`src/rtl/pipeline_hazard_ctrl.sv`:
```
// Stall/flush sequencer for the 5-stage pipeline: load-use, branch squash and data-memory wait/timeout.
// Optional perf counters are built when HAZ_PERF_CNT_EN is defined.
module pipeline_hazard_ctrl #(
  parameter int unsigned TIMEOUT_CYC = 255,
  parameter int unsigned CNT_W       = 32
) (
  input  logic             clk,
  input  logic             rst_n,
  input  logic [4:0]       id_rs,
  input  logic [4:0]       id_rt,
  input  logic             id_uses_rt,
  input  logic             ex_mem_read,
  input  logic [4:0]       ex_rd,
  input  logic             branch_taken,
  input  logic             mem_req,
  input  logic             dmem_ack,
  output logic             dmem_valid,
  output logic             pc_en,
  output logic             if_id_en,
  output logic             if_id_flush,
  output logic             id_ex_en,
  output logic             id_ex_flush,
  output logic             ex_mem_en,
  output logic             mem_wb_flush,
  output logic             stall,
  output logic             mem_err,
  output logic [CNT_W-1:0] stall_cnt,
  output logic [CNT_W-1:0] flush_cnt
);

  localparam int unsigned WCNT_W = (TIMEOUT_CYC < 1) ? 1 : $clog2(TIMEOUT_CYC + 1);
  // With no timeout the wait counter just parks at all-ones.
  localparam logic [WCNT_W-1:0] WCNT_SAT = (TIMEOUT_CYC == 0) ? {WCNT_W{1'b1}} : WCNT_W'(TIMEOUT_CYC);

  typedef enum logic {ST_RUN, ST_WAIT} state_t;

  state_t            state_q, state_d;
  logic [WCNT_W-1:0] wcnt_q, wcnt_d;
  logic              mem_err_q, mem_err_d;

  logic hold, abort, timeout_hit, load_use_hit;
  logic valid_c, pc_c, ifid_c, ifidf_c, idex_c, idexf_c, exm_c, mwbf_c;

  assign timeout_hit  = (TIMEOUT_CYC != 0) && (wcnt_q == WCNT_SAT);
  assign load_use_hit = ex_mem_read && (ex_rd != 5'd0) &&
                        ((ex_rd == id_rs) || (id_uses_rt && (ex_rd == id_rt)));

  always_comb begin
    state_d   = state_q;
    wcnt_d    = wcnt_q;
    mem_err_d = 1'b0;
    valid_c   = 1'b0;
    hold      = 1'b0;
    abort     = 1'b0;
    pc_c      = 1'b1;
    ifid_c    = 1'b1;
    ifidf_c   = 1'b0;
    idex_c    = 1'b1;
    idexf_c   = 1'b0;
    exm_c     = 1'b1;
    mwbf_c    = 1'b0;
    case (state_q)
      ST_RUN: begin
        valid_c = mem_req;
        if (mem_req && !dmem_ack) begin
          hold    = 1'b1;
          state_d = ST_WAIT;
          wcnt_d  = WCNT_W'(1);
        end
      end
      ST_WAIT: begin
        valid_c = 1'b1;
        if (dmem_ack) begin
          state_d = ST_RUN;
        end else if (timeout_hit) begin
          abort     = 1'b1;
          valid_c   = 1'b0;
          mem_err_d = 1'b1;
          state_d   = ST_RUN;
          wcnt_d    = '0;
        end else begin
          hold = 1'b1;
          if (wcnt_q != WCNT_SAT) wcnt_d = wcnt_q + 1'b1;
        end
      end
    endcase
    // A held MEM stage freezes everything upstream, so branch and load-use wait for release.
    if (hold) begin
      pc_c   = 1'b0;
      ifid_c = 1'b0;
      idex_c = 1'b0;
      exm_c  = 1'b0;
      mwbf_c = 1'b1;
    end else begin
      if (abort) mwbf_c = 1'b1;
      if (branch_taken) begin
        ifidf_c = 1'b1;
        idexf_c = 1'b1;
      end else if (load_use_hit) begin
        pc_c    = 1'b0;
        ifid_c  = 1'b0;
        idexf_c = 1'b1;
      end
    end
  end

  always_ff @(posedge clk or negedge rst_n) begin
    if (!rst_n) begin
      state_q   <= ST_RUN;
      wcnt_q    <= '0;
      mem_err_q <= 1'b0;
    end else begin
      state_q   <= state_d;
      wcnt_q    <= wcnt_d;
      mem_err_q <= mem_err_d;
    end
  end

  assign dmem_valid   = rst_n & valid_c;
  assign pc_en        = rst_n & pc_c;
  assign if_id_en     = rst_n & ifid_c;
  assign if_id_flush  = rst_n & ifidf_c;
  assign id_ex_en     = rst_n & idex_c;
  assign id_ex_flush  = rst_n & idexf_c;
  assign ex_mem_en    = rst_n & exm_c;
  assign mem_wb_flush = rst_n & mwbf_c;
  assign stall        = rst_n & ~(pc_c & ifid_c & idex_c & exm_c);
  assign mem_err      = mem_err_q;

`ifdef HAZ_PERF_CNT_EN
  logic [CNT_W-1:0] stall_cnt_q, flush_cnt_q;

  always_ff @(posedge clk or negedge rst_n) begin
    if (!rst_n) begin
      stall_cnt_q <= '0;
      flush_cnt_q <= '0;
    end else begin
      stall_cnt_q <= stall_cnt_q + {{(CNT_W-1){1'b0}}, stall};
      flush_cnt_q <= flush_cnt_q + {{(CNT_W-1){1'b0}}, (if_id_flush | id_ex_flush)};
    end
  end

  assign stall_cnt = stall_cnt_q;
  assign flush_cnt = flush_cnt_q;
`else
  assign stall_cnt = '0;
  assign flush_cnt = '0;
`endif

endmodule

```
`config.mk`:
```
export PLATFORM = sky130hd
export DESIGN_NAME = pipeline_hazard_ctrl
export DESIGN_NICKNAME = d
export VERILOG_FILES = /design/src/rtl/pipeline_hazard_ctrl.sv
export SDC_FILE = /design/constraint.sdc
export NUM_CORES = 1
export LEC_CHECK = 0
export CELL_PAD_IN_SITES_DETAIL_PLACEMENT = 0
export CELL_PAD_IN_SITES_GLOBAL_PLACEMENT = 2
export CORE_MARGIN = 2
export CORE_UTILIZATION = 17
export DETAILED_ROUTE_END_ITERATION = 6
export PLACE_DENSITY = 0.83
export SLEW_MARGIN = 20
export SYNTH_ARGS = -nofsm -noshare
export SYNTH_HDL_FRONTEND = slang
export SYNTH_SLANG_ARGS = --single-unit
```
`constraint.sdc`:
```
create_clock -name clk -period 2.1 [get_ports clk]
set_input_delay 0.21 -clock clk [delete_from_list [all_inputs] [get_ports clk]]
set_output_delay 0.21 -clock clk [all_outputs]
set_load 0.005 [all_outputs]
```
# == Yosys cells after proc, flatten, opt, wreduce, memory -nomap -nowiden ==
# Index checks and enable logic that the tools add are counted.
# totals
out_inout_bits,74
register_bits,10
wordCells,55
inputBits,22
# op_classes
n_addsub,1
n_eq_ne,7
n_bitwise,11
n_mux,25
reduce_logical,8
# ops
operator,n
8-bit 2-to-1 mux,4
1-bit 2-to-1 mux,18
8-bit one-hot mux with 2 select lines,1
5-bit == test,2
1-bit AND,9
"8-bit by 1-bit adder with 8-bit output, second input constant",1
"8-bit == test, second input constant",1
"8-bit inequality test, second input constant",1
5-bit nonzero test,1
1-bit logical AND,4
"2-bit inequality test, second input constant",2
1-bit one-hot mux with 2 select lines,2
"3-bit by 1-bit inequality test with 1-bit output, second input constant",1
3-bit AND reduction,1
1-bit inverter,2
1-bit logical NOT,1
1-bit logical OR,1

# == Logic depth before layout (Yosys ltp) ==
# Gate-level depths: netlist of the first run.
# logic_depth
word_depth,11
mapped_depth,7
depth_no_buf,6

# == Worst setup path before layout of the first run ==
# OpenSTA, ideal clock, no wires.
# synth_timing
path_type,register -> output
startpoint,register wcnt_q[0]
endpoint,output port pc_en
path_stages_with_launch,8
required_time_ps,1890
arrival_ps,1481
setup_slack_ps,409
path_buffers,1
path_cell_list,dfrtp_1 ha_1 and2_1 a41o_2 inv_2 nor2_1 o31a_1 buf_4
# synth_between
elab_chain_len,6
# synth_rtl
item,line_no,source
start: declaration,38,"logic [WCNT_W-1:0] wcnt_q, wcnt_d;"
start signal: assignment,114,wcnt_q <= wcnt_d;
8-bit == test,44,assign timeout_hit = (TIMEOUT_CYC != 0) && (wcnt_q == WCNT_SAT);
1-bit 2-to-1 mux,75,end else if (timeout_hit) begin
1-bit 2-to-1 mux,73,if (dmem_ack) begin
1-bit one-hot mux with 2 select lines,62,case (state_q)
named net hold,41,"logic hold, abort, timeout_hit, load_use_hit;"
1-bit 2-to-1 mux,--,
1-bit AND,--,
end: declaration,18,"output logic pc_en,"
# The timed path passes the listed nets, and every way through them passes these cells.

# == Worst setup path after layout of the first run ==
# layout_timing
startpoint,register wcnt_q[0]
endpoint,output port id_ex_en
# layout_between
elab_chain_len,6
# layout_rtl
item,line_no,source
8-bit == test,44,
1-bit 2-to-1 mux,75,
1-bit 2-to-1 mux,73,
1-bit one-hot mux with 2 select lines,62,
named net hold,41,
1-bit 2-to-1 mux,88,if (hold) begin
1-bit AND,123,assign id_ex_en = rst_n & idex_c;
end: declaration,21,"output logic id_ex_en,"
# The timed path passes the listed nets, and every way through them passes these cells.

==> results, run 1 <==
- The flow ran to the end, and the final reports show no timing, DRC or antenna violations.
- The count of nets after finishing is roughly 220.
- The number of port buffers is 31.
- Dividing the detail-routed wire length by the instance count gives between 8 and 9 um.
- The number of warning messages in the yosys log is 0.
- The clock power share is 30.6%.
- The maximum clock rate is 506 MHz.
- The via count of the first global-routing pass is approximately 880.
- Setup slack on the critical path of the routed design comes to 0.123 ns.
- After floorplanning, the core was divided into 30 placement rows.
- The filler cell count in the final layout is 751.
- The total iterations of the first detailed-routing run is 4.
- The largest fanout of any net on the critical path is 2.
- Summed over all nets, the switching power comes to 242 uW.
- The relative contribution of sequential cells to total power is 30.9%.
- The area added between synthesis and finish is 32.5%.
- Setup violations remaining at the end of the flow were counted as 0.
- Synthesis handed over a netlist of between 100 and 150 instances.
- The kind of cell with the highest combined delay along the critical path is buffers and inverters.
- The peak supply drop is 166 uV.
- After the first detailed-routing iteration, the DRC count stood at 23.
- The average via count per standard cell is 3.27.
- The type of the most critical hold path is in -> async.
- Pin placement for this block handled 96 I/O pins.
- The overall die height is slightly below 90 um.
- The routed layout has 967 vias.
- CTS placed an instance of clkbuf_8 at the clock tree root.
- The static leakage is between 0.0008 and 0.0009 uW.
- Together, buffers and inverters on the worst path number 3.
- The hold violation count in the final report was 0.
- Detailed placement ended at an HPWL of 2190 um.
- Data on the critical path arrives at its endpoint at about 1.8 ns.
- For this run, the register share of the synthesized area comes to between 20% and 30%.
- In the global route stage, overall resource usage came out at 6.25%.
- In this run the critical register-to-register path is captured at wcnt_q[6].
- The post-route netlist has about a fifth of its cells at a drive strength greater than 1.
- Setup repair after global routing left no endpoint under its margin.
- Entering global routing, the biggest net connects 13 pins.
- The most common cell in the netlist is buf_4.
- The region available for standard cell placement spans 0.00687 sq mm.
- TritonCTS built the clock tree.
- The signal on the critical path passes through ha_1 -> and2_1 -> a41o_2 -> inv_2 -> nor2_1 -> buf_4 -> dlygate4sd2_1.
- The antenna cell count is 0.
- The synthesized netlist occupies a cell area of between 0.001 and 0.0015 sq mm.
- The clock passes through at most 2 buffers.
- The part of the total power dissipated in combinational logic is about two fifths.
- Counting flops with a built-in enable in the synthesized netlist gives 0.
- The tool flagged a number of max-cap violations equal to 0.
- The most area-hungry cell type in the Yosys netlist is buf_4.
- The horizontal die dimension is roughly 90 um.
- The power per cell area is between 400 and 500 mW/mm^2.
- The initial antenna violation count was 0.
- In this run the biggest area consumer among cell types represents 40.6% of the synthesized area.
- Sorting the synthesized cells by area gives the leading types as buf_4 41%, dfrtp_1 20%, xor2_1 6.5%, o41ai_2 2.7%, mux2i_1 2.5%.
- The logic depth of the worst register-to-register path is 6.
- The number of clock buffers added by TritonCTS is 3.
- The clock sink count is 10.
- The type of element launching the critical path is a flop.
- STA classifies the critical path endpoint as a primary output.
- The flop-to-flop setup slack is about 0.5 ns.
- The max-slew violation count is 0.
- The sum of overflow across all layers after global routing is 0.
- The clock-pin transition on the worst setup and hold timing paths is 0.05 ns.
- The first global-routing pass estimated 3800 um of wire.
- The sum of routed wire length over all layers is ~2500 um.
- The synthesized netlist contains 34 unique library cells.
- The time the final worst path needs with I/O delays and setup is 1.98 ns.
- After layout, the worst path uses 94.1% of the clock period.
- The number of logic stages on the critical path including buffering is 7.
- For the final database, setup skew stands at 0.00168 ns.
- The required arrival time at the worst endpoint is 1.89 ns.
- The initial standard-cell utilization of the core is 17.8%.
- The final routed DRC violation total is 0.
- The timing startpoint of the critical path is wcnt_q[0].
- The synthesis-stage register bit count is 10.
- The total area of multi-input combinational cells is 706 sq um.
- After routing, the total negative slack on setup checks comes to 0 ns.
- The synthesized area divided by synthesized cell count is 8.31 sq um.
- The worst register-to-register path begins at wcnt_q[0].
- The post-synthesis async set-or-reset flop share is 100%.
- Across the whole layout, storage elements account for roughly 250 sq um.
- Among all stages on the critical path, the largest delay is contributed by dfrtp_1.
- For the worst-skew pair, the clock arrives at the later sink with an insertion delay of 0.24 ns.
- The internal portion of the total power is 546 uW.
- Following the worst setup path forward leads to its endpoint at id_ex_en.
- At the end of routability-driven placement, the weighted congestion stood at 0.778.
- The floorplan step defined a die boundary enclosing 0.00788 sq mm.
- At the end of the flow the core is filled with cells to roughly a quarter.
- The class of the most critical setup path is reg -> out.
- The worst slack after detailed placement is -0.381 ns.
- The switching share of power is 30.7%.
- The level count of the clock H-tree is 1.
- The most used flip-flop cell after synthesis is dfrtp_1.
- The number of nets with antenna violations after detailed routing is 0.
- The peak per-stage delay on the critical path is 0.37 ns.
- Sorting the synthesized cells by how often they occur yields 66 x buf_4, 10 x dfrtp_1, 9 x xor2_1.
-- worst reg2reg max path: stages, from the launching register on --
cell and delay, ns:
dfrtp_1 0.37, ha_1 0.20, and2_1 0.17, buf_4 0.15, nand4_1 0.10, mux2_2 0.34
a22o_1 0.17
-- metrics by stage --
stage	power, uW	cell area (sq um)	hold WS (ns)	std cells
after floorplan	471	1460	-0.0856	210
after global placement	549	1540	0.495	290
after detailed placement	552	1540	0.495	290
after CTS	798	1610	0.403	296
after global routing	849	1620	0.404	296
final	788	1620	0.368	296
-- cells by family after synthesis --
family                     synth area share (%)
adders and majority gates                  1.02
xor gates and xnor gates                   7.17
DFF                                        20.5
buffers and inverters                      42.2
other                                     0.307
AOI/OAI and AO/OA                          12.9
muxes                                      3.38
and+or+nand+nor                            12.5
-- repair_timing --
action | in CTS | in global routing
buffers inserted | 2 | 0
endpoints found under the setup margin | 8 | 3
hold buffers | 0 | 0
resized for setup | 22 | 5
hold endpoints to repair | 0 | 0
pin swaps | 4 | 1
-- cells in the final DEF (no fill, tap or decap), types with 3 or more instances in the layout --
cell type and count:
xor2_1 9, nor2_1 6, conb_1 64, mux2i_1 3
clkdlybuf4s50_1 16, nand3_1 4, inv_1 3, nor3_1 3
dlygate4sd2_1 6, dlymetal6s2s_1 5, a21oi_1 3, buf_4 22
nand2_1 6, dfrtp_1 10, o21ai_0 6, clkbuf_8 4
-- worst min-delay path by stage --
stage	start	endpoint
floorplan	rst_n	mem_err
global placement	wcnt_q[7]	wcnt_q[7]
detailed placement	wcnt_q[7]	wcnt_q[7]
CTS	rst_n	state_q
global route	rst_n	state_q
finish	rst_n	state_q
-- sequential cells by signal, indices dropped and copies added, names as in the netlist --
register,flops
wcnt_q,8
mem_err,1
state_q,1
-- per-layer routing --
layer,vias to the layer above,track usage (%),routed length (um)
li1,469,-,-
met1,447,6.24,882
met2,49,11.7,1410
met3,2,2.80,247
met4,0,1.65,12
met5,-,0,0
-- layout make-up --
class                   count  share of cell area (%)
flip-flops and latches     10                    15.5
clock buffers               4                    3.40
well taps                  96                    7.42
multi-input cells         129                    43.6
repair buffers             53                    29.2
inverters                   4                   0.928
-- power by group through the flow --
stage,Sequential (uW),Clock (uW),Combinational [uW]
after detailed placement,246,0,306
after CTS,243,251,304
final,243,241,303
after floorplan,264,0,207
after global placement,246,0,303
after global routing,245,266,338
Note: power is estimated with default switching activity, not from simulation.
==> run 2, diff against run 1 <==
--- a/config.mk
+++ b/config.mk
@@ -8,9 +8,10 @@
 export CELL_PAD_IN_SITES_DETAIL_PLACEMENT = 0
 export CELL_PAD_IN_SITES_GLOBAL_PLACEMENT = 2
 export CORE_MARGIN = 2
-export CORE_UTILIZATION = 17
+export CORE_UTILIZATION = 15
 export DETAILED_ROUTE_END_ITERATION = 6
-export PLACE_DENSITY = 0.83
+export HOLD_SLACK_MARGIN = 0.08
+export PLACE_DENSITY = 0.78
 export SLEW_MARGIN = 20
 export SYNTH_ARGS = -nofsm -noshare
 export SYNTH_HDL_FRONTEND = slang
==> constraint.sdc (replaced) <==
create_clock -name clk -period 1.8 [get_ports clk]
set_input_delay 0.18 -clock clk [delete_from_list [all_inputs] [get_ports clk]]
set_output_delay 0.18 -clock clk [all_outputs]
set_load 0.005 [all_outputs]
==> run 2 against run 1 <==
Effect of this change: the flow now finishes with violations (setup timing); sequential power increased by 17%; register-to-register slack got worse by 0.25 ns; sequential cell count is the same; critical path type unchanged; critical endpoint is now id_ex_flush; largest power group unchanged.
==> results, run 2 (synthesis gave the netlist of run 1 again) <==
- Outcome: complete, but fails checks (was finished clean).
- The checks that failed: setup timing.
- The largest fanout of any net on the critical path is 3 (was 2).
- The fraction of final layout cells sized beyond drive strength 1 is 31.4% (was 19.5%).
- The wire length of the first global-routing pass is 3950 um (was 3800 um).
- The number of port buffers came to 31 (unchanged).
- The TritonCTS clock tree is built (unchanged).
- The highest routing layer actually used is met4 (unchanged).
- The initial antenna violation count is 0 (unchanged).
- The power per cell area is 543 mW/mm^2 (was 487 mW/mm^2).
- The overall power is 948 uW (was 788 uW).
- The max-slew violation count is 0 (unchanged).
- The ratio of final minimum period to clock period is 104%.
- The clock tree root buffer cell was clkbuf_8 (unchanged).
- The antenna cell count is 0 (unchanged).
- The total I/O pin count is 96 (unchanged).
- The met2 layer wire length in the routed design is 1480 um (was 1410 um).
- The sum of routed wire length over all layers was 2700 um (was 2550 um).
- The level count of the clock H-tree was 1 (unchanged).
- The logic depth of the worst register-to-register path was 6 (unchanged).
- The maximum clock path buffer count is 2 (unchanged).
- The max-capacitance violation count is 0 (unchanged).
- The register with the most flip-flops is wcnt_q (unchanged).
- The horizontal die dimension came to 94.2 um (was 88.8 um).
- The static leakage came to 0.000915 uW (was 0.000861 uW).
- The class of the most critical setup path is reg -> out (unchanged).
- The full die area came to 0.00888 sq mm (was 0.00788 sq mm).
- The total core area came to 0.00781 sq mm (was 0.00687 sq mm).
- The number of buffers added by the clock tree synthesis step came to 3 (unchanged).
- The overall die height came to 94.2 um (was 88.8 um).
- The hold violation count in the final report is 0 (unchanged).
- The launching point of the worst reg2reg path is wcnt_q[0] (unchanged).
- The routed wirelength normalized by instance count is 8.66 um (was 8.61 um).
- The final routed DRC violation total is 0 (unchanged).
- The pin count of the biggest net entering global routing is 13 (unchanged).
- The leading cell type in the layout, fill and taps excluded was conb_1 (unchanged).
- The routed length on met1 was 959 um (was 882 um).
- The data arrival time of the critical path came to 1.69 ns (was 1.77 ns).
- The initial standard-cell utilization of the core is 15.6% (was 17.8%).
- The hold buffer count at CTS came to 0 (unchanged).
- The count of nets after finishing is 234 (was 224).
- The number of placement rows was 32 (was 30).
- The flop-to-flop setup slack is 0.24 ns (was 0.49 ns).
- The post-detailed-placement half-perimeter wirelength is 2320 um (was 2190 um).
- The flip-flop count of the largest register, all copies and words added came to 8 (unchanged).
- The placer congestion estimate came to 0.707 (was 0.778).
- The capturing point of the worst reg2reg path is wcnt_q[6] (unchanged).
- The DRC violation total after the first TritonRoute iteration is 30 (was 23).
- The worst-skew pair later-pin latency is 0.23 ns (was 0.24 ns).
- The area added between synthesis and finish is 42.8% (was 32.5%).
- Setup repair after global routing missed its margin: true (was false).
- The average via count per standard cell was 3.25 (was 3.27).
- The number of nets with antenna violations after detailed routing is 0 (unchanged).
- The type of element launching the critical path is a flop (unchanged).
- The maximum clock rate is roughly 540 MHz.
- The total met3 wirelength after detailed routing came to 237 um (was 247 um).
- The clock-pin transition on the worst setup and hold timing paths is 0.05 ns (about the same).
- The clock sink count is 10 (unchanged).
- The peak supply drop was 215 uV (was 166 uV).
- The via count of the first global-routing pass was 910 (was 876).
- The type of the most critical hold path was in -> async (unchanged).
- The filler cell count in the final layout is 871 (was 751).
- The total routing resource utilization after global routing was 5.79% (was 6.25%).
- The total number of vias is 1014 (was 967).
- The total iterations of the first detailed-routing run is 4 (unchanged).
- The time the final worst path needs with I/O delays and setup is 1.87 ns.
- The nature of the critical path endpoint was a primary output (unchanged).
- The final number of setup-violating endpoints came to 2 (was 0).
- The final worst slack is -0.0658 ns (was 0.123 ns).
- The sum of overflow across all layers after global routing came to 0 (unchanged).
- The final clock skew is 0.00194 ns (was 0.00168 ns).
- The required arrival time at the worst endpoint is 1.62 ns (was 1.89 ns).
- Commonest non-fill, non-tap cells in the layout: 64 x conb_1, 31 x buf_4, 10 x dfrtp_1 (was 64 x conb_1, 22 x buf_4, 16 x clkdlybuf4s50_1).
- The hold slack is 0.189 ns (was 0.368 ns).
## run 2: cell count changes in the layout (fill, tap and decap cells not counted), moves of 2 or more
cell / before / now
buf_2: 2 / 5
buf_4: 22 / 31
clkbuf_2: 0 / 5
clkdlybuf4s15_1: 1 / 4
clkdlybuf4s50_1: 16 / 8
dlygate4sd2_1: 6 / 4
nand3_2: 2 / 0
xor2_1: 9 / 6
xor2_2: 0 / 3
## run 2: cell type report
class                   instances  area [sq um]  share of cell area [%]
well taps                     102           128                    7.32
inverters                       4          17.5                    1.00
flip-flops and latches         10           250                    14.3
clock buffers                   4          55.1                    3.16
repair buffers                 63           510                    29.3
multi-input cells             129           783                    44.9
## run 2: what timing repair did
| item | CTS | global route |
|---|---|---|
| setup endpoints to repair | 9 | 7 |
| pin swaps | 14 | 9 |
| gates resized for setup | 54 | 17 |
| gates cloned | 0 | 0 |
| buffers inserted | 4 | 3 |
## run 2: worst max-delay path by stage
stage / end / depth (start not counted) / slack [ns] / start
5_1_grt: id_ex_flush / 7 / -0.13 / wcnt_q[0]
3_3_place_gp: id_ex_flush / 6 / -0.56 / ex_rd[3]
3_5_place_dp: stall / 6 / -0.61 / ex_rd[3]
6_report: id_ex_flush / 7 / -0.07 / wcnt_q[0]
4_1_cts: dmem_valid / 7 / 0.0001 / wcnt_q[0]
2_1_floorplan: pc_en / 7 / 0.14 / wcnt_q[0]
## run 2: worst max-delay path, stage by stage (launching register included)
cell and delay [ns]:
dfrtp_1 0.36, ha_2 0.19, and2_4 0.14, a41o_4 0.21, inv_4 0.04, buf_6 0.11, o41ai_2 0.25, buf_2 0.16
## run 2: metal layers
layer  global-route usage [%]  vias to the layer above
li1                         -                      488
met1                     5.63                      470
met2                     11.3                       52
met3                     2.01                        4
met4                     1.93                        0
met5                        0                        -
## run 2: metrics by stage
stage                     TNS, ns  std cells  utilization (%)  setup WS (ns)  cell area [sq um]
final                     -0.0708        312             22.3        -0.0658               1740
after global routing       -0.390        312             22.3         -0.133               1740
after floorplan                 0        210                -          0.139               1460
after global placement      -2.66        301             20.3         -0.560               1580
after CTS                       0        309             21.8       0.000107               1700
after detailed placement    -2.75        301             20.3         -0.613               1580
## run 2: where the power goes
part | switching, uW | internal (uW) | leakage, uW
clock network | 83.6 | 192 | 0.0000288
logic | 192 | 197 | 0.000754
registers | 21.1 | 263 | 0.000133
==> run 3, diff against run 2 <==
--- a/config.mk
+++ b/config.mk
@@ -12,6 +12,7 @@
 export DETAILED_ROUTE_END_ITERATION = 6
 export HOLD_SLACK_MARGIN = 0.08
 export PLACE_DENSITY = 0.78
+export SKIP_LAST_GASP = 1
 export SLEW_MARGIN = 20
 export SYNTH_ARGS = -nofsm -noshare
 export SYNTH_HDL_FRONTEND = slang
==> results of run 3 <==
The final DEF is identical to that of run 2; final timing and power are the same.
